[config.mk]
export PLATFORM = sky130hd
export DESIGN_NAME = rr_mux_stream
export DESIGN_NICKNAME = d
export VERILOG_FILES = /design/src/rtl/rr_mux_stream_pkg.sv /design/src/rtl/rr_arbiter.sv /design/src/rtl/rr_mux_stream.sv
export SDC_FILE = /design/constraint.sdc
export NUM_CORES = 1
export LEC_CHECK = 0
export CAP_MARGIN = 5
export CORE_MARGIN = 8
export CORE_UTILIZATION = 38
export CTS_CLUSTER_DIAMETER = 60
export DETAILED_ROUTE_END_ITERATION = 6
export PLACE_DENSITY = 0.83
export SLEW_MARGIN = 20
export SYNTH_ARGS = -nofsm -noshare
export SYNTH_HDL_FRONTEND = slang
export SYNTH_SLANG_ARGS = --single-unit
[constraint.sdc]
create_clock -name clk -period 5.5 [get_ports clk]
set_input_delay 1.375 -clock clk [delete_from_list [all_inputs] [get_ports clk]]
set_output_delay 1.375 -clock clk [all_outputs]
set_load 0.05 [all_outputs]
[src/rtl/rr_mux_stream_pkg.sv]
// ============================================================================
// Module : rr_mux_stream_pkg
// Brief  : Shared types and defaults for the round-robin stream multiplexer.
// Rev    : 1.0  initial release
// ============================================================================
`default_nettype none

package rr_mux_stream_pkg;

   typedef enum logic {
      EMPTY = 1'b0,
      FULL  = 1'b1
   } out_state_t;

   localparam int DEF_N_CH = 4;
   localparam int DEF_W    = 8;

endpackage

`default_nettype wire

[src/rtl/rr_arbiter.sv]
// ============================================================================
// Module : rr_arbiter
// Brief  : Round-robin arbiter; owns the priority pointer (last granted index).
// Rev    : 1.0  initial release
// ============================================================================
`default_nettype none

module rr_arbiter
   import rr_mux_stream_pkg::*;
#(
   parameter int N_CH = DEF_N_CH
) (
   input  logic                    clk,
   input  logic                    rst,
   input  logic [N_CH-1:0]         req,
   input  logic                    advance,
   output logic [$clog2(N_CH)-1:0] grant_idx,
   output logic                    grant_vld
);

   localparam int IW = $clog2(N_CH);

   logic [IW-1:0] r_ptr;
   logic [IW-1:0] w_idx;

   // Walk candidates from farthest (ptr+N_CH) down to nearest (ptr+1) so the
   // nearest requester after the pointer is the last, and winning, assignment.
   always_comb begin
      w_idx     = '0;
      grant_idx = '0;
      grant_vld = 1'b0;
      for (int k = N_CH; k >= 1; k--) begin
         w_idx = IW'((int'(r_ptr) + k) % N_CH);
         if (req[w_idx]) begin
            grant_idx = w_idx;
            grant_vld = 1'b1;
         end
      end
   end

   always_ff @(posedge clk) begin
      if (rst) begin
         r_ptr <= IW'(N_CH - 1);
      end else if (advance) begin
         r_ptr <= grant_idx;
      end
   end

endmodule

`default_nettype wire

[src/rtl/rr_mux_stream.sv]
// ============================================================================
// Module : rr_mux_stream
// Brief  : N-channel valid/ready stream mux, round-robin select, registered
//          output. Optional per-channel inversion via RR_MUX_STREAM_INVERT_EN.
// Rev    : 1.0  initial release
// ============================================================================
`default_nettype none

module rr_mux_stream
   import rr_mux_stream_pkg::*;
#(
   parameter int N_CH = DEF_N_CH,
   parameter int W    = DEF_W
) (
   input  logic                    clk,
   input  logic                    rst,
   input  logic [N_CH-1:0]         in_valid,
   input  logic [N_CH*W-1:0]       in_data,
   output logic [N_CH-1:0]         in_ready,
   output logic                    out_valid,
   output logic [W-1:0]            out_data,
   output logic [$clog2(N_CH)-1:0] out_ch,
`ifdef RR_MUX_STREAM_INVERT_EN
   input  logic [N_CH-1:0]         invert,
`endif
   input  logic                    out_ready
);

   localparam int IW = $clog2(N_CH);

   out_state_t    r_state;
   out_state_t    w_state_nxt;
   logic [W-1:0]  r_data;
   logic [IW-1:0] r_ch;
   logic [IW-1:0] w_grant;
   logic          w_grant_vld;
   logic          w_load;
   logic [W-1:0]  w_raw;
   logic [W-1:0]  w_sel_data;
   logic [W-1:0]  w_ch_data [N_CH];

   for (genvar i = 0; i < N_CH; i++) begin : g_unpack
      assign w_ch_data[i] = in_data[i*W +: W];
   end

   rr_arbiter #(
      .N_CH (N_CH)
   ) u_arb (
      .clk       (clk),
      .rst       (rst),
      .req       (in_valid),
      .advance   (w_load),
      .grant_idx (w_grant),
      .grant_vld (w_grant_vld)
   );

   // Ready depends combinationally on out_ready so a draining word and a new
   // word can swap in the same cycle without a bubble.
   assign w_load = (r_state == EMPTY || out_ready) && w_grant_vld && !rst;
   assign w_raw  = w_ch_data[w_grant];

`ifdef RR_MUX_STREAM_INVERT_EN
   assign w_sel_data = invert[w_grant] ? ~w_raw : w_raw;
`else
   assign w_sel_data = w_raw;
`endif

   always_comb begin
      in_ready = '0;
      if (w_load) begin
         in_ready[w_grant] = 1'b1;
      end
   end

   always_comb begin
      w_state_nxt = r_state;
      case (r_state)
         EMPTY: if (w_load) w_state_nxt = FULL;
         FULL: begin
            if (w_load) begin
               w_state_nxt = FULL;
            end else if (out_ready) begin
               w_state_nxt = EMPTY;
            end
         end
         default: w_state_nxt = EMPTY;
      endcase
   end

   always_ff @(posedge clk) begin
      if (rst) begin
         r_state <= EMPTY;
      end else begin
         r_state <= w_state_nxt;
      end
   end

   always_ff @(posedge clk) begin
      if (rst) begin
         r_data <= '0;
         r_ch   <= '0;
      end else if (w_load) begin
         r_data <= w_sel_data;
         r_ch   <= w_grant;
      end
   end

   assign out_valid = (r_state == FULL);
   assign out_data  = r_data;
   assign out_ch    = r_ch;

endmodule

`default_nettype wire

==> results of run 1 <==
==> metrics by stage <==
stage,cell area [µm²],std cells
after global routing,1409,174
after CTS,1409,174
after floorplan,840.8,91
after global placement,1383,170
final,1409,174
after detailed placement,1383,170
==> power by group through the flow <==
stage                     sequential (mW)  clock [mW]  combinational [mW]
final                               0.116      0.0602               0.163
after detailed placement            0.118           0               0.162
after CTS                           0.116      0.0615               0.164
after global placement              0.117           0               0.160
after floorplan                     0.151           0              0.0669
after global routing                0.118      0.0684               0.173
==> routing by layer <==
metal,wire [µm],vias to the layer above
met1,1360,428
met2,1300,45
met4,36,0
li1,-,461
met3,253,4
met5,0,-
==> synthesized netlist by cell type, types with 2 or more instances <==
cell type / n / area, µm²
nor2_1: 8 / 30.03
nand3b_1: 2 / 15.01
and2_1: 3 / 18.77
o21bai_1: 2 / 15.01
a221o_1: 8 / 80.08
mux2_2: 7 / 78.83
a21oi_1: 10 / 50.05
o21ai_0: 8 / 40.04
buf_6: 2 / 22.52
nand3_1: 8 / 40.04
nand2b_1: 3 / 18.77
dfxtp_1: 13 / 260.3
==> cells by family after synthesis <==
| kind of cell | count (synthesis) | synth area share [%] |
|---|---|---|
| muxes | 9 | 12.80 |
| and+or+nand+nor | 31 | 21.28 |
| AOI/OAI and AO/OA | 35 | 31.85 |
| buffers and inverters | 3 | 3.124 |
| DFF | 13 | 30.95 |
==> flip-flops by register name, summed over array words and instances, names as in the netlist <==
register	cells
out_data	8
u_arb.r_ptr	2
out_ch	2
out_valid	1
==> layout make-up <==
| cell class | instances | share of cell area [%] |
|---|---|---|
| multi-input cells | 75 | 39.34 |
| repair buffers | 54 | 37.83 |
| flip-flops and latches | 13 | 18.47 |
| well taps | 28 | 2.487 |
| clock buffers | 4 | 1.865 |
==> critical path, stage by stage <==
cell and delay [ps]:
clkdlybuf4s50_1 570, a21o_1 150, a31oi_1 130, nor3_2 520
and2_1 250, clkdlybuf4s50_1 820
==> worst max-delay path by stage <==
stage	from	end	slack [ps]	cells after the start
floorplan	in_valid[1]	in_ready[2]	1400	4
global placement	in_valid[0]	in_ready[0]	430	6
detailed placement	in_valid[0]	in_ready[0]	330	6
CTS	in_valid[0]	in_ready[0]	320	6
global route	in_valid[0]	in_ready[0]	170	6
finish	in_valid[0]	in_ready[0]	310	6
==> metrics.cfg, run 1 <==
[detailed_routing]
drtAntennaViolNets=0
drtPass1Iterations=4
wl_per_cell_um=16.96
vias=938
drc_errors=0
drtIter0Drc=27
routed_wl_um=2951
viasPerCell=5.391

[clock_network]
insertion_delay_ps=280
cts_buffers=3
htreeDepth=1
cts.sinks=13
cts_buffer_depth=2
ctsHoldBuffers=0
post_cts_resized=0
cts_tree=yes
clk_pin_slew_worst_paths_ps=90
postCtsSetupBuffers=0
cts_root_buf=clkbuf_4

[cells_and_area]
fin_util_pct=65.58
drive_above_1_share_pct=14.38
seqCellArea_um2=260.3
nNetsFinal=186
diodes=0
syn2layout_area_growth_pct=67.56
num-fill-cells=181
multi_input_area_um2=554.3
final_cell_mix=clkdlybuf4s50_1 (51), dfxtp_1 (13), a21oi_1 (10)
final_common_cell=clkdlybuf4s50_1

[grt]
gr-total-overflow=0
grt.met1_usage_pct=18.27
grt_max_degree=11
gr-usage-met2_pct=23.56
antenna_found_initial=0
first_global_vias=975
met3_usage_pct=6.631
grtUsageTotal_pct=15.06
grt_pass1_wl_um=4899
busiest_layer=met2

[yosys]
synth-seq-area-share_pct=30.95
ys.flop_type=dfxtp_1
syn_area_um2=840.8
ys_seq_elements=13
synth_edf_count=0
ys_warn_count=0
synthCells=91
yosys.cell_types.count=29
avgSynthCellArea_um2=9.240
syn_nets=130
async_reset_ff_share_pct=0

[power_and_ir_drop]
p_leak_nw=0.5329
comb_power_share_pct=48.1
ir_drop_uv=204.7
p_per_area_nw_per_um2=240.6
p_clk_share_pct=17.8
swShare_pct=38.31
power.switching_mw=0.1299
p_int_mw=0.2091
power_mw=0.3390
sequentialPowerShare_pct=34.1

[floorplan]
die_y_um=63.04
fp.dieW_um=63.04
die_area_um2=3974
core_um2=2148
rows=17
start_util_pct=39.14
ios=54

[timing]
slew_headroom_pct=54.78
period_minus_slack_ps=5186
fin_tns_setup_ps=0
hold_viol=0
drv_slew=0
rsz0062_at_grt=no
skew_ps=10.07
fin_crit_sh_pct=94.30
setup_slack_ps=313.7
tightest_slew_ps=677.0
clock.fmax_mhz=192.8
setup_violations=0
holdWs_ps=490.9

[critical_path]
start_kind=input port
critPathArrivalTime_ps=3810
critPathMaxFanout=10
reg2reg_to=out_data[7]
endpoint_kind=output port
rr_startpoint=u_arb.r_ptr[1]
setup.worst_path.class=in2out
worst-r2r-cell-count=5
regToRegSetupSlack_ps=3330
critical_path_required_ps=4120

[placement]
port_buffers=53
place_hpwl_um=2309
pre_cts_slack_ps=328.4
gp_congestion=0.7754

[worst_hold_path]
hold_start=out_data[1]
min_path_cells=1
min_to=out_data[1]
hp-class=reg2reg

[run_status]
outcome=complete, no violations

[job]
maxCapViolCount=0

Note: power is estimated with default switching activity, not from simulation.
==> inputs of run 2 (changes only) <==
Settings changed: SETUP_SLACK_MARGIN set to 0.05.
==> results of run 2 <==
No change in the layout: final DEF, timing and power equal those of run 1.
